===== src/rtl/branch_ctrl.sv =====
// Branch resolution stage: tracks in-flight flag writers, stalls
// conditional branches until N/Z/V are current, then resolves them.
// Ports:
//   clk, rst                 clock, async active-high reset
//   br_valid/cond/target     branch in ID
//   fset_issue, flag_wr      flag writer issued / flag reg written
//   N_flag, Z_flag, V_flag   registered flags
//   stall                    hold IF/ID (combinational)
//   redirect, redirect_pc    one-cycle PC redirect (registered)
//   flush                    squash IF/ID (registered)
//   pend_cnt                 flag writers in flight (registered)
module branch_ctrl #(
  parameter int PC_W      = 16,
  parameter int PEND_W    = 2,
  parameter int FLUSH_CYC = 1
) (
  input  logic              clk,
  input  logic              rst,
  input  logic              br_valid,
  input  logic [2:0]        br_cond,
  input  logic [PC_W-1:0]   br_target,
  input  logic              fset_issue,
  input  logic              flag_wr,
  input  logic              N_flag,
  input  logic              Z_flag,
  input  logic              V_flag,
  output logic              stall,
  output logic              redirect,
  output logic [PC_W-1:0]   redirect_pc,
  output logic              flush,
  output logic [PEND_W-1:0] pend_cnt
);

  localparam int FCW =
    (FLUSH_CYC > 1) ? $clog2(FLUSH_CYC) : 1;
  localparam logic [FCW-1:0] FC_LOAD =
    FCW'(FLUSH_CYC - 1);
  localparam logic [PEND_W-1:0] PEND_MAX = '1;

  typedef enum logic [1:0] {
    S_IDLE,
    S_WAIT,
    S_FLUSH
  } state_t;

  state_t            state_q;
  logic [FCW-1:0]    fcnt_q;
  logic              redirect_q;
  logic              flush_q;
  logic [PC_W-1:0]   rpc_q;
  logic [PEND_W-1:0] pend_q;

  logic flags_ready;
  logic uncond;
  logic cond_true;
  logic busy;
  logic resolve;
  logic fset_eff;
  logic inc;
  logic dec;

  always_comb begin
    // Flag register loads on the edge, so its
    // output is stale during a flag_wr cycle.
    flags_ready = (pend_q == '0) & ~flag_wr;
    uncond      = (br_cond == 3'b111);
    case (br_cond)
      3'b000:  cond_true = ~Z_flag;
      3'b001:  cond_true = Z_flag;
      3'b010:  cond_true = ~Z_flag & ~N_flag;
      3'b011:  cond_true = N_flag;
      3'b100:  cond_true = Z_flag | (~Z_flag & ~N_flag);
      3'b101:  cond_true = N_flag | Z_flag;
      3'b110:  cond_true = V_flag;
      default: cond_true = 1'b1;
    endcase
    busy    = (state_q == S_FLUSH);
    resolve = br_valid & (flags_ready | uncond) & ~busy;
    stall   = ~rst & br_valid & ~busy
            & ~(flags_ready | uncond);
    // A squashed flag setter never writes flags.
    fset_eff = fset_issue & ~flush_q;
    inc = fset_eff & ~flag_wr & (pend_q != PEND_MAX);
    dec = flag_wr & ~fset_eff & (pend_q != '0);
  end

  always_ff @(posedge clk or posedge rst) begin
    if (rst) begin
      state_q    <= S_IDLE;
      fcnt_q     <= '0;
      redirect_q <= 1'b0;
      flush_q    <= 1'b0;
      rpc_q      <= '0;
      pend_q     <= '0;
    end else begin
      redirect_q <= 1'b0;
      if (inc) begin
        pend_q <= pend_q + 1'b1;
      end else if (dec) begin
        pend_q <= pend_q - 1'b1;
      end
      unique case (state_q)
        S_IDLE, S_WAIT: begin
          if (resolve && cond_true) begin
            state_q    <= S_FLUSH;
            redirect_q <= 1'b1;
            flush_q    <= 1'b1;
            rpc_q      <= br_target;
            fcnt_q     <= FC_LOAD;
          end else if (resolve || !br_valid) begin
            state_q <= S_IDLE;
          end else begin
            state_q <= S_WAIT;
          end
        end
        S_FLUSH: begin
          if (fcnt_q == '0) begin
            flush_q <= 1'b0;
            state_q <= S_IDLE;
          end else begin
            fcnt_q <= fcnt_q - 1'b1;
          end
        end
        default: state_q <= S_IDLE;
      endcase
    end
  end

  assign redirect    = redirect_q;
  assign redirect_pc = rpc_q;
  assign flush       = flush_q;
  assign pend_cnt    = pend_q;

endmodule


===== config.mk =====
export PLATFORM = sky130hd
export DESIGN_NAME = branch_ctrl
export DESIGN_NICKNAME = d
export VERILOG_FILES = /design/src/rtl/branch_ctrl.sv
export SDC_FILE = /design/constraint.sdc
export NUM_CORES = 1
export LEC_CHECK = 0
export ABC_CLOCK_PERIOD_IN_PS = 2800
export BUFFER_PORTS_ARGS = -buffer_cell sky130_fd_sc_hd__buf_2
export CORE_UTILIZATION = 47
export DETAILED_ROUTE_END_ITERATION = 10
export PLACE_DENSITY = 0.82
export SLEW_MARGIN = 10
export SYNTH_ARGS = -nofsm -noshare
export SYNTH_HDL_FRONTEND = slang
export SYNTH_SLANG_ARGS = --single-unit

===== constraint.sdc =====
create_clock -name clk -period 2.8 [get_ports clk]
set_clock_uncertainty 0.05 [all_clocks]
set_input_delay 0.56 -clock clk [delete_from_list [all_inputs] [get_ports clk]]
set_output_delay 0.56 -clock clk [all_outputs]
set_load 0.02 [all_outputs]

### Yosys cells after proc, flatten, opt, wreduce, memory -nomap -nowiden

Cells that the tools add are included.

| cells by class | value |
|---|---|
| add/subtract/negate cells | 3 |
| equal/unequal tests | 12 |
| muxes and demuxes | 15 |
| bitwise logic cells | 23 |
| reductions and logical operators | 13 |

Operators with widths:

| operator | count |
|---|---|
| AND 1 bit | 12 |
| equality test 3 bit (second input constant) | 4 |
| 2-to-1 mux 2 bit | 4 |
| NOT 1 bit | 8 |
| 2-to-1 mux 1 bit | 7 |
| case mux 1 bit (7 select lines) | 1 |
| equality test 3 x 2 -> 1 bit (second input constant) | 2 |
| != test 2 bit (second input constant) | 3 |
| nonzero test 2 bit | 3 |
| zero test 2 bit | 2 |
| case mux 1 bit (2 select lines) | 2 |
| case mux 2 bit (2 select lines) | 1 |
| AND reduction 2 bit | 2 |
| equality test 3 x 1 -> 1 bit (second input constant) | 1 |
| zero test 3 bit | 1 |
| bitwise OR 1 bit | 3 |
| AND reduction 3 bit | 1 |
| adder 2 x 1 -> 2 bit (second input constant) | 1 |
| equality test 2 x 1 -> 1 bit (second input constant) | 1 |
| equality test 2 bit (second input constant) | 1 |
| OR reduction 2 bit | 1 |
| subtractor 2 x 1 -> 2 bit (second input constant) | 1 |
| logical AND 1 bit | 1 |
| zero test 1 bit | 1 |
| 2 further kinds | 2 |

| word-level totals | value |
|---|---|
| register bits after elaboration | 23 |
| bits of input ports | 27 |
| output and inout port bits | 21 |

### Logic depth before layout (Yosys ltp)

| logic depth | value |
|---|---|
| depth in word-level cells | 9 |
| gate-level depth with buffers | 7 |

### Worst setup path after synthesis

Ideal clock, no wire load.

| timing path | value |
|---|---|
| kind | input to output |
| start point | input port br_cond[2] |
| end point | output port stall |
| arrival | 1.437 ns |
| path slack | 0.753 ns |
| cell stages on the path | 3 |
| buffers on the path | 0 |
| cell sequence | nand3_1 o31ai_1 nor4bb_1 |

| between the ends | value |
|---|---|
| word-level cells in the longest chain between the ends | 4 |

RTL lines:

| item | RTL line | text |
|---|---|---|
| from (decl) | 20 | `input logic [2:0] br_cond,` |
| equality test 3 bit | 66 | `uncond = (br_cond == 3'b111);` |
| bitwise OR 1 bit | 80 | `& ~(flags_ready \| uncond);` |
| NOT 1 bit | 80 |  |
| AND 1 bit | 80 |  |
| to (decl) | 27 | `output logic stall,` |

Every way passes these cells.

### Final worst setup path

| timing path | value |
|---|---|
| start point | register pend_q[1], in the netlist pend_cnt[1] |
| end point | register rpc_q[11], in the netlist redirect_pc[11] |

| between the ends | value |
|---|---|
| word-level cells in the longest chain between the ends | 7 |

RTL lines:

| item | RTL line | text |
|---|---|---|
| from (decl) | 51 | `logic [PEND_W-1:0] pend_q;` |
| from (signal assigned) | 98 | `pend_q <= pend_q + 1'b1;` |
| from (signal assigned) | 100 | `pend_q <= pend_q - 1'b1;` |
| zero test 2 bit | 65 | `flags_ready = (pend_q == '0) & ~flag_wr;` |
| AND 1 bit | 65 |  |
| bitwise OR 1 bit | 78 | `resolve = br_valid & (flags_ready \| uncond) & ~busy;` |
| AND 1 bit (2 in series) | 78 |  |
| logical AND 1 bit | 104 | `if (resolve && cond_true) begin` |
| AND reduction 2 bit (no line) | n/a |  |
| to (signal assigned) | 108 | `rpc_q <= br_target;` |
| to (decl) | 50 | `logic [PC_W-1:0] rpc_q;` |

Every way passes these cells.
A chain may end at the register's enable or synchronous reset.

==> results.json <==
{
  "status": "complete, no violations",
  "crit_arrival_ns": 2.15,
  "numCtsBuffers": 3,
  "cts_buffer_depth": 2,
  "slowest_stage": "dfrtp_1",
  "drc_errors": 0,
  "cts_sinks": 21,
  "synth_top_area_share_pct": 56.0,
  "async_reset_ff_share_pct": 100,
  "path_clk_slew_ns": 0.11,
  "fp.dieArea_mm2": 0.00218,
  "cts_resized": 0,
  "cp.required_ns": 2.93,
  "dieWidth_um": 46.7,
  "syn_avg_cell_area_um2": 13.6,
  "cap_violations": 0,
  "grt_pass1_vias": 722,
  "p_per_area_mw_per_mm2": 999,
  "pwr-share-seq_pct": 42.4,
  "synth_warnings": 0,
  "fin_util_pct": 68.1,
  "post_cts_buffers": 0,
  "grt_max_degree": 22,
  "fin_tns_setup_ns": 0,
  "drive_gt1_share_pct": 58.8,
  "grt_use_total_pct": 18.7,
  "synth_edf_count": 0,
  "synthesis.nets": 96,
  "switchingPower_mw": 0.472,
  "max-vdd-ir-drop_mv": 0.562,
  "avgRoutedWirePerCell_um": 12.5,
  "grt_busiest_layer": "met2",
  "cp_num_buf_inv": 1,
  "area_growth_syn_to_layout_pct": 30.8,
  "cp_max_fo": 18,
  "clockPowerShare_pct": 11.2,
  "setup_slack_ns": 0.787,
  "rsz0062_at_grt": "false",
  "synth_area_leaders": "dfrtp_1, mux2_4, mux2_2",
  "cts_tree": "built",
  "hold_class": "in2async",
  "fillers": 135,
  "portBuffers": 47,
  "path_class": "reg2reg",
  "path_delay_family": "flip-flops",
  "dp_hpwl_um": 1490,
  "fin_crit_sh_pct": 71.9,
  "initial_core_util_pct": 52.1,
  "synth_area_leader_cell": "dfrtp_1",
  "ant_nets": 0,
  "grt_use_met3_pct": 3.53,
  "synth_cell_types": 21,
  "p_total_mw": 1.23,
  "max_slew_margin_pct": 50.0,
  "antenna_found_initial": 0,
  "final_hold_viol_count": 0,
  "die_y_um": 46.7,
  "internal-power_mw": 0.755,
  "viasPerCell": 5.00,
  "endpoint_kind": "flip-flop",
  "use_met1_pct": 19.5,
  "p_sw_share_pct": 38.5,
  "clock_latency_ns": 0.29,
  "ys_ff_latch": 21,
  "io-pin-count": 48,
  "route.vias.total": 720,
  "synth_most_common_cell": "dfrtp_1",
  "gp_congestion": 0.623,
  "cts_hold_buf": 0,
  "n_antenna_cell": 0,
  "drtPass1Iterations": 4,
  "finalWirelength_um": 1810,
  "ys_top_cells_by_count": "dfrtp_1, mux2_2, mux2_4",
  "final_nets": 147,
  "cts_htree_levels": 1,
  "core_mm2": 0.00180,
  "synthCells": 69,
  "combPwrFrac_pct": 46.4,
  "post-place-ws_ns": 0.569,
  "period_needed_ns": 2.01,
  "drtIter0Drc": 11,
  "grt_pass1_wl_um": 2770,
  "rows": 15,
  "ys.flop_type": "dfrtp_1",
  "cts_root_buf": "clkbuf_4",
  "ys_seq_area_share_pct": 56.0,
  "grt_overflow_total": 0,
  "slew_violations": 0,
  "slowest_delay_ns": 0.43,
  "tightest_slew_ns": 0.749,
  "syn_area_um2": 938,
  "startpoint_type": "flip-flop",
  "final-setup-viol-count": 0,
  "power_leakage_nw": 0.621,
  "globalRouteMet2Util_pct": 36.9,
  "max_freq_mhz": 497,
  "fin_hold_ws_ns": 0.337,
  "worstPathCellList": "o31ai_1 -> nor4bb_4 -> buf_4 -> mux2_2"
}
-- flip-flops by register name, indices dropped and copies added (netlist names) --
register and flops:
flush 1, pend_cnt 2, redirect_pc 16, state_q 2
-- worst register-to-register path: cells and delay by family, from the launching register on --
family / cells / cell delay (ns)
compound gates: 1 / 0.40
buf+inv: 1 / 0.31
flops: 1 / 0.43
mux: 1 / 0.38
simple gates: 1 / 0.34
-- power by group through the flow --
| stage | Combinational [mW] | Sequential [mW] | Clock [mW] |
|---|---|---|---|
| 4_1_cts | 0.577 | 0.523 | 0.143 |
| 5_1_grt | 0.609 | 0.538 | 0.157 |
| 6_report | 0.569 | 0.520 | 0.137 |
| 3_3_place_gp | 0.558 | 0.518 | 0 |
| 3_5_place_dp | 0.580 | 0.523 | 0 |
| 2_1_floorplan | 0.214 | 0.686 | 0 |
-- worst paths after layout --
kind,start,endpoint,slack [ns],cells past startpoint
setup / recovery,pend_cnt[1],redirect_pc[11],0.79,4
hold / removal,rst,redirect_pc[7],0.34,2
setup reg to reg,pend_cnt[1],redirect_pc[11],0.79,4
hold reg to reg,redirect_pc[10],redirect_pc[10],0.46,1
max in group asynchronous,rst,pend_cnt[0],1.89,2
min in group clk,br_target[10],redirect_pc[10],0.44,2
-- logic make-up (layout without fill, tap and decap cells) --
family / count (synthesis) / in the layout / share of synthesized area, %
DFF: 21 / 21 / 56.0
buffers and inverters: 5 / 55 / 4.13
and+or+nand+nor: 17 / 17 / 10.5
AOI/OAI and AO/OA: 10 / 10 / 6.93
muxes: 16 / 16 / 22.4
-- layer usage --
metal | part of all wire, % | up-vias
met5 | 0 | -
met4 | 0 | 0
met3 | 5.1 | 0
met2 | 56 | 27
met1 | 38 | 350
li1 | - | 343
-- final cells by class --
class / count / area [um2] / area share (%)
well taps: 25 / 31.3 / 2.55
multi-input cells: 43 / 389 / 31.7
clock inverters: 1 / 5.00 / 0.408
clock buffers: 3 / 22.5 / 1.83
repair buffers: 48 / 243 / 19.8
inverters: 3 / 11.3 / 0.917
flip-flops and latches: 21 / 526 / 42.8
-- through the flow --
stage,cell area (um2),instances
2_1_floorplan,938,69
3_3_place_gp,1200,140
3_5_place_dp,1200,140
4_1_cts,1230,144
5_1_grt,1230,144
6_report,1230,144
-- placed cells by master (no fill, tap or decap), drive strengths merged, types with 2 or more instances in the layout --
cell type	instances
inv	3
mux2	16
nor2b	3
nor4bb	2
dfrtp	21
nand2b	3
nand2	3
nor2	2
nand3	3
o21ai	2
a21oi	3
buf	48
clkbuf	3
Power figures use the tool's default switching activity.
